File: config.mk
export PLATFORM = sky130hd
export DESIGN_NAME = booth_shift_reg
export DESIGN_NICKNAME = d
export VERILOG_FILES = /design/src/rtl/booth_pkg.sv /design/src/rtl/booth_dff_vec.sv /design/src/rtl/booth_shift_reg.sv
export SDC_FILE = /design/constraint.sdc
export NUM_CORES = 1
export LEC_CHECK = 0
export CAP_MARGIN = 20
export CORE_MARGIN = 2
export CORE_UTILIZATION = 42
export CTS_CLUSTER_DIAMETER = 30
export DETAILED_ROUTE_END_ITERATION = 12
export PLACE_DENSITY_LB_ADDON = 0.12
export SETUP_SLACK_MARGIN = 0.4
export SYNTH_ARGS = -nofsm -noshare
export SYNTH_HDL_FRONTEND = slang
export SYNTH_SLANG_ARGS = --single-unit
File: constraint.sdc
create_clock -name clk -period 1.6 [get_ports clk]
set_input_delay 0.32 -clock clk [delete_from_list [all_inputs] [get_ports clk]]
set_output_delay 0.32 -clock clk [all_outputs]
set_load 0.02 [all_outputs]
File: src/rtl/booth_pkg.sv
// Shared types and operation encodings for the sequential Booth multiplier datapath.
package booth_pkg;

    typedef enum logic [1:0] {
        IDLE = 2'd0,
        RUN  = 2'd1,
        DONE = 2'd2
    } booth_state_t;

    // booth_op = {Q[0], Q(-1)}; both 00 and 11 mean "shift only".
    localparam logic [1:0] BOOTH_NOP  = 2'b00;
    localparam logic [1:0] BOOTH_NOP2 = 2'b11;
    localparam logic [1:0] BOOTH_ADD  = 2'b01;
    localparam logic [1:0] BOOTH_SUB  = 2'b10;

endpackage

File: src/rtl/booth_dff_vec.sv
// Parametrised enable register with asynchronous active-high clear; the storage
// cell used for every datapath register of booth_shift_reg.
module booth_dff_vec #(
    parameter int WIDTH = 1
) (
    input  logic             clk,
    input  logic             clr,
    input  logic             en,
    input  logic [WIDTH-1:0] d,
    output logic [WIDTH-1:0] q
);

    // NOTE: sequential state is written with <= so every flop samples pre-edge values.
    always_ff @(posedge clk or posedge clr) begin
        if (clr) begin
            q <= '0;
        end else if (en) begin
            q <= d;
        end
    end

endmodule

File: src/rtl/booth_shift_reg.sv
// {A,Q,q_m1} shift chain, step counter and IDLE/RUN/DONE control for the Booth multiplier.
// Optional synchronous clear port sclr when BOOTH_SHIFT_REG_SCLR_EN is defined.
module booth_shift_reg
    import booth_pkg::*;
#(
    parameter int WIDTH = 8,
    parameter int STEPS = WIDTH,
    parameter int CW    = $clog2(STEPS + 1)
) (
    input  logic             clk,
    input  logic             clr,
`ifdef BOOTH_SHIFT_REG_SCLR_EN
    input  logic             sclr,
`endif
    input  logic             load,
    input  logic [WIDTH-1:0] q_init,
    input  logic             step_en,
    input  logic             a_we,
    input  logic [WIDTH-1:0] a_in,
    output logic [WIDTH-1:0] a_out,
    output logic [WIDTH-1:0] q_out,
    output logic             q_m1,
    output logic [1:0]       booth_op,
    output logic [CW-1:0]    count,
    output logic             busy,
    output logic             done
);

    booth_state_t     state_q, state_d;
    logic [WIDTH-1:0] a_q, a_d, q_q, q_d, a_sel;
    logic             qm1_q, qm1_d;
    logic [CW-1:0]    cnt_q, cnt_d;
    logic             reg_en;
    logic             step;
    logic             last_step;
    logic             sclr_w;

`ifdef BOOTH_SHIFT_REG_SCLR_EN
    assign sclr_w = sclr;
`else
    assign sclr_w = 1'b0;
`endif

    assign step      = (state_q == RUN) && step_en;
    assign last_step = (cnt_q == CW'(STEPS - 1));
    assign a_sel     = a_we ? a_in : a_q;

    // NOTE: every always_comb output gets a default first so no latch can be inferred.
    always_comb begin
        reg_en = 1'b0;
        a_d    = a_q;
        q_d    = q_q;
        qm1_d  = qm1_q;
        cnt_d  = cnt_q;
        if (sclr_w) begin
            reg_en = 1'b1;
            a_d    = '0;
            q_d    = '0;
            qm1_d  = 1'b0;
            cnt_d  = '0;
        end else if (load) begin
            reg_en = 1'b1;
            a_d    = '0;
            q_d    = q_init;
            qm1_d  = 1'b0;
            cnt_d  = '0;
        end else if (step) begin
            // Arithmetic shift right of the whole {A',Q,q_m1} chain.
            reg_en = 1'b1;
            a_d    = {a_sel[WIDTH-1], a_sel[WIDTH-1:1]};
            q_d    = {a_sel[0], q_q[WIDTH-1:1]};
            qm1_d  = q_q[0];
            cnt_d  = cnt_q + CW'(1);
        end
    end

    booth_dff_vec #(.WIDTH(WIDTH)) u_a_reg (
        .clk (clk), .clr (clr), .en (reg_en), .d (a_d), .q (a_q)
    );

    booth_dff_vec #(.WIDTH(WIDTH)) u_q_reg (
        .clk (clk), .clr (clr), .en (reg_en), .d (q_d), .q (q_q)
    );

    booth_dff_vec #(.WIDTH(1)) u_qm1_reg (
        .clk (clk), .clr (clr), .en (reg_en), .d (qm1_d), .q (qm1_q)
    );

    booth_dff_vec #(.WIDTH(CW)) u_cnt_reg (
        .clk (clk), .clr (clr), .en (reg_en), .d (cnt_d), .q (cnt_q)
    );

    always_ff @(posedge clk or posedge clr) begin
        if (clr) begin
            state_q <= IDLE;
        end else begin
            state_q <= state_d;
        end
    end

    always_comb begin
        state_d = state_q;
        if (sclr_w) begin
            state_d = IDLE;
        end else if (load) begin
            state_d = RUN;
        end else begin
            unique case (state_q)
                IDLE:    state_d = IDLE;
                RUN:     state_d = (step && last_step) ? DONE : RUN;
                DONE:    state_d = IDLE;
                default: state_d = IDLE;
            endcase
        end
    end

    always_comb begin
        busy = (state_q == RUN);
        done = (state_q == DONE);
    end

    assign a_out    = a_q;
    assign q_out    = q_q;
    assign q_m1     = qm1_q;
    assign count    = cnt_q;
    assign booth_op = {q_q[0], qm1_q};

endmodule

Yosys cells after proc, flatten, opt, wreduce, memory -nomap -nowiden
Cells that the tools add are included.

cells by class
  add/subtract/negate cells = 1
  equal/unequal tests = 3
  muxes and demuxes = 14
  reductions and logical operators = 4

operators with widths
  cell                 count
  $mux 8               5
  $mux 4               2
  $mux 2               3
  $add 4x1->4 const B  1
  $eq 4x3->1 const B   1
  $mux 1               4
  $eq 2x1->1 const B   1
  $eq 2x2->1 const B   1
  $logic_and 1x1->1    2
  $reduce_and 2->1     1
  $reduce_bool 2->1    1

storage, ports and cells
  flip-flop bits (word level) = 23
  input bits = 21
  output and inout port bits = 25

Depth between registers and ports, before layout
Gate-level depths: netlist of the first run.

  depth in word-level cells = 6
  mapped depth = 5

Modules after synthesis
Synthesis of the first run repeated with hierarchy kept, for this count alone.

second synthesis, totals
  cells, all modules = 138
  area, all modules = 1536.5 µm²

modules (own cells, without submodules)
  module                       instances  cells each  area an instance (µm²)
  booth_shift_reg              1          90          673.1
  booth_dff_vec (u_a_reg ...)  2          18          335.3
  booth_dff_vec (u_cnt_reg)    1          9           148.9
  booth_dff_vec (u_qm1_reg)    1          3           43.8

Worst setup path before layout of the first run
No wires, ideal clock.

  kind = register to register
  start = register u_cnt_reg.q[0]
  end = register u_cnt_reg.q[2]
  setup time = 80 ps
  arrival = 1194 ps
  setup slack = 326 ps
  cell stages (with the launch flop) = 5
  cells stage by stage = dfrtp_1 ha_1 inv_1 or3_1 a21oi_1

between the ends
  word-level cells in the longest chain between the ends = 3

RTL lines
  item                    RTL line               text
  start, declared         booth_dff_vec.sv:10    output logic [WIDTH-1:0] q
  start signal, assigned  booth_dff_vec.sv:16    q <= '0;
  start signal, assigned  booth_dff_vec.sv:18    q <= d;
  $add 4x1->4             booth_shift_reg.sv:73  cnt_d = cnt_q + CW'(1);
  $mux 4                  booth_shift_reg.sv:67  end else if (step) begin
  $mux 4                  booth_shift_reg.sv:61  end else if (load) begin

Every way passes these cells. The select of a mux whose other input is x is not followed.
A chain may end at the register's enable or synchronous reset.

Worst setup path after layout of the first run
  start = register state_q[0]
  end = register u_a_reg.q[4]

between the ends
  word-level cells in the longest chain between the ends = 5
  elaborated cells on any way between the ends = 6
  classes of those cells = 1 x eq/ne; 2 x mux; 3 x reduce/logical

RTL lines
  item                                   RTL line               text
  start, declared                        booth_shift_reg.sv:29  booth_state_t state_q, state_d;
  start signal, assigned                 booth_shift_reg.sv:97  state_q <= state_d;
  $eq 2x1->1 (*)                         booth_shift_reg.sv:44  assign step = (state_q == RUN) && step_en;
  $logic_and 1x1->1 (*)                  booth_shift_reg.sv:44
  $mux 1                                 booth_shift_reg.sv:67
  $mux 1                                 booth_shift_reg.sv:61
  $reduce_and 2->1 (no source line) (*)  -
  end signal, assigned                   booth_dff_vec.sv:16
  end signal, assigned                   booth_dff_vec.sv:18
  end, declared                          booth_dff_vec.sv:10

Mark *: on every way between the ends. The rest lies on a longest branch, timed or not.

==> metrics, run 1 <==
diodes inserted 0; Post-DP Area 0.001609 mm2; total clock sinks 22; final instance area 0.002002 mm2; Peak VDD IR 620.0 uV; # Max-Cap Violations 0; Critical Path End Type register; final net count 213; final hold vios 0; crit-path max cell delay 0.42 ns; WS Path Type reg2reg; Cells after Synth 107; count of flip-flops with a built-in enable after synthesis 0; vias in the first global route 1053; Post-DP HPWL 1854 um; worst hold path type in2async; CP arrival 1.65 ns; Core Area 0.002522 mm2; Overflow after GRT 0; ys flop type dfrtp_1; GRT Overall Usage 19.80%; initial antenna violation count 0; slowest CP cell dfrtp_1; slew margin rel. 80.77%; Die Height 55.98 um; row cnt 18; most common cell after layout, fill and taps aside buf_4; Die ar. 0.003134 mm2; CP Launch Type register; R2R setup slack 0.17 ns; Seq/Total Area, Yosys 48.51%; H-tree levels 1; CP top delay family buffers and inverters; largest net degree at the start of global routing 23; CP required 1.83 ns; CTS tree done; cell count after placement 180; GR Util met1 24.70%; Initial Util 44.99%; worst path bufs/invs 4; status completed; dpl ws -0.03252 ns; worst skew pair latency 0.31 ns; Detail Route Antenna Nets 0; CTS root buf clkbuf_4; gp weighted congestion 0.7375; final period utilization 89.26%; Seq cells post-synth 22; Max Fanout on Critical Path 5; met2 Use GR 34.96%; Vias/cell 5.018; FF-to-FF End u_a_reg.q[4]; synthesized cell area 0.001135 mm2; warnings from Yosys 0; drt initial violations 16; wire length of the first global-routing pass 4892 um; Reg2Reg Depth 6; Final Skew 0.01416 ns; fraction of layout cells with a size suffix above 1 47.89%; Post-Layout Cell Count 220; final worst slack 0.1718 ns; crit-path cells buf_6, and3b_2, buf_4, buf_6, buf_4, a211oi_2; I/O Pins 46; vias 1104; power density over the cells 679.7 mW/mm2; P_leak 0.9635 nW; commonest cells after routing, fill and taps aside 36 x buf_4, 32 x buf_6, 20 x clkdlybuf4s50_1, 20 x dfrtp_1; global routing usage on met3 5.116%; Avg Inst Size Synth 10.61 um2; cts bufs inserted 3; RSZ-0062 raised after global routing true; fillers 165; area grow syn2layout 76.41%; final setup fails 0; DRT Pass-1 Iters 4; WL/cell 14.20 um; Slew @ Worst Pin 0.2885 ns; syn_nets 129; Final Max Tran Viols 0; Fmax 700.2 MHz; Hold Slack 0.3293 ns; Post-Route WL 3125 um; clk slew on worst S/H paths 0.13 ns; Die Wd 55.98 um; busiest grt layer met2; I/O Buffers 45; Remaining DRCs 0; post-route minimum period 1.428 ns; Synth cell types 30; final design utilization 79.37%; Critical R2R Launch state_q[0]; async set or reset register ratio after synthesis 100.0%; CTS Buffer Depth 2
-- how the worst max path moves through the flow --
stage                          start        endpoint  slack (ns)  depth (start not counted)
after floorplan           state_q[1]    u_q_reg.q[5]        0.40                          5
after global placement       step_en  u_cnt_reg.q[2]        0.02                          5
after detailed placement     step_en  u_cnt_reg.q[2]       -0.03                          5
after CTS                 state_q[1]            busy        0.19                          2
after global routing      state_q[1]            busy        0.11                          2
final                     state_q[0]    u_a_reg.q[4]        0.17                          6
-- sequential cells by signal, summed over array words and instances (netlist names) --
name         flops
u_q_reg.q        8
u_a_reg.q        7
u_cnt_reg.q      4
state_q          2
u_qm1_reg.q      1
-- tightest hold or removal path: cells and delay by family --
family,cells,cell delay (ns)
buffers and inverters,3,0.73
-- layer usage --
| layer | part of all wire [%] | vias to the layer above |
|---|---|---|
| li1 | - | 535 |
| met1 | 41 | 533 |
| met2 | 53 | 32 |
| met3 | 5.2 | 4 |
| met4 | 0.61 | 0 |
| met5 | 0 | - |
-- Yosys cell counts (all sizes together), types with 2 or more instances --
library cell	count	area share, %
clkbuf	3	0.99
nand3	2	0.88
nor2	8	2.9
mux2i	13	11
inv	4	1.3
o21ai	9	4.0
dfrtp	22	49
a21o	2	1.3
a211oi	7	7.3
and2b	2	1.3
a21oi	5	2.5
nand2	13	4.3
buf	7	5.7
-- report_power, final --
group / leakage, nW / internal, mW / total, mW / switching [mW]
logic: 0.671 / 0.263 / 0.462 / 0.199
clock network: 0.0150 / 0.0974 / 0.266 / 0.168
registers: 0.277 / 0.596 / 0.633 / 0.0363
total: 0.964 / 0.957 / 1.36 / 0.404
-- cell type report --
class / instances / area [um2] / share of cell area (%)
Timing Repair Buffer: 89 / 835.8 / 41.75
Clock buffer: 4 / 26.28 / 1.313
Sequential cell: 22 / 553.0 / 27.62
Tap cell: 30 / 37.54 / 1.875
Multi-Input combinational cell: 71 / 534.3 / 26.69
Inverter: 4 / 15.01 / 0.7500
-- stage by stage --
| stage | TNS, ns | power, mW |
|---|---|---|
| after floorplan | 0 | 0.8213 |
| after global placement | 0 | 0.9784 |
| after detailed placement | -0.07213 | 0.9844 |
| after CTS | 0 | 1.311 |
| after global routing | 0 | 1.428 |
| final | 0 | 1.361 |
-- cell families after synthesis --
kind of cell    share of synthesized area, %
xor+xnor                              0.7719
simple gates                           13.89
compound gates                         16.21
mux                                    11.47
fa+ha+maj                              1.102
flops                                  48.51
buf+inv                                8.047
-- timing repair --
action	in CTS	in global routing
pin swaps	2	5
resized for setup	140	33
cloned	2	1
setup endpoints to repair	43	46
hold buffers	0	0
setup buffers	25	8
Note: power is estimated with default switching activity, not from simulation.
==> run 2, diff against run 1 <==
CORE_MARGIN = 8   (was 2)
CORE_UTILIZATION = 45   (was 42)
clock period = 1.8 ns   (was 1.6 ns; I/O delays follow)
==> metrics, run 2 (synthesized netlist as in run 1, its figures left out) <==
Final Max Tran Viols 0; Post-Layout Cell Count 184; Post-Route WL 2764 um; setup TNS 0 ns; final instance area 0.001569 mm2; final hold vios 0; CP required 1.44 ns; Overflow after GRT 0; WS Path Type reg2out; total clock sinks 22; I/O Buffers 45; gp weighted congestion 0.7567; final setup fails 0; worst hold path type in2async; Peak VDD IR 482.7 uV; area grow syn2layout 38.26%; CTS Hold Bufs 0; Initial Util 46.66%; worst skew pair latency 0.29 ns; final net count 178; status completed; diodes inserted 0; Vias/cell 5.168; Detail Route Antenna Nets 0; Max Fanout on Critical Path 4; final period utilization 79.77%; Post-DP Area 0.001604 mm2; R2R setup slack 0.49 ns; Remaining DRCs 0; row cnt 18; Die Wd 66.22 um; wire length of the first global-routing pass 4574 um; largest net degree at the start of global routing 31; vias 951; slew margin rel. 78.04%; Post-DP HPWL 2141 um; Die ar. 0.004385 mm2; GRT Overall Usage 12.90%; drt initial violations 22; FF-to-FF End u_cnt_reg.q[3]; Fmax 696.5 MHz; CTS tree done; Largest Register u_q_reg.q; post-route minimum period 1.436 ns; DRT Pass-1 Iters 4; Core Area 0.002432 mm2; H-tree levels 1; cts bufs inserted 3; CTS root buf clkbuf_4; Final Skew 0.002027 ns; P_leak 0.7537 nW; fraction of layout cells with a size suffix above 1 30.52%; initial antenna violation count 0; Largest regs u_q_reg.q (8), u_a_reg.q (7), u_cnt_reg.q (4); vias in the first global route 975; final design utilization 64.51%; Reg2Reg Depth 5; RSZ-0062 raised after global routing true; most common cell after layout, fill and taps aside dfrtp_1; clk slew on worst S/H paths 0.11 ns; Critical Path End Type primary output; # Max-Cap Violations 0; CTS Buffer Depth 2; Die Height 66.22 um; max reg flops 8; commonest cells after routing, fill and taps aside 22 x dfrtp_1, 19 x clkdlybuf4s50_1, 18 x clkbuf_2; CP Launch Type register; final worst slack 0.3642 ns; dpl ws 0.09442 ns; cell count after placement 178; Pwr Total 1.048 mW; Slew @ Worst Pin 0.3291 ns; WL/cell 15.02 um; Critical R2R Launch state_q[0]; I/O Pins 46; power density over the cells 667.7 mW/mm2; Hold Slack 0.3048 ns; CP arrival 1.08 ns
-- run 2: changes by cell type in the layout (fill, tap and decap cells not counted), sizes merged --
cell           before  now
buf                69   13
dlymetal6s2s        0    1
clkbuf              4   21
clkdlybuf4s50      20   19
clkdlybuf4s15       0    3
-- run 2: timing repair --
item / in CTS / in global routing
setup buffers: 1 / 2
pin swaps: 0 / 1
endpoints found under the hold margin: 0 / 0
endpoints found under the setup margin: 25 / 34
resized for setup: 51 / 36
cloned: 0 / 0
-- run 2: report_power, final --
| group | switching, mW | total, mW | internal (mW) | leakage (nW) |
|---|---|---|---|---|
| clock | 0.135 | 0.213 | 0.0778 | 0.0138 |
| combinational | 0.149 | 0.276 | 0.127 | 0.460 |
| sequential | 0.0295 | 0.559 | 0.529 | 0.280 |
| total | 0.313 | 1.05 | 0.734 | 0.754 |
-- run 2: critical path, cell delays in order (launching register included) --
cell and delay, ns:
dfrtp_1 0.41, and2b_1 0.24, buf_6 0.13
-- run 2: how the worst max path moves through the flow --
stage,startpoint,endpoint,slack (ns)
floorplan,u_cnt_reg.q[0],u_cnt_reg.q[2],0.53
finish,state_q[1],busy,0.36
CTS,state_q[1],busy,0.15
global placement,step_en,u_q_reg.q[7],0.15
detailed placement,step_en,u_a_reg.q[1],0.09
global route,state_q[1],busy,0.30
-- run 2: final cells by class --
cell class                      count  area [um2]
Multi-Input combinational cell     71       494.2
Fill cell                         218       863.3
Timing Repair Buffer               54       449.2
Inverter                            4       15.01
Clock buffer                        3       22.52
Tap cell                           30       37.54
Sequential cell                    22       550.5
-- run 2: layer usage --
layer	wire, um	track usage [%]	up-vias
met5	0	0	-
met4	12	3.200	0
met3	219	3.898	2
met2	1453	22.07	27
met1	1078	15.28	462
li1	-	-	460
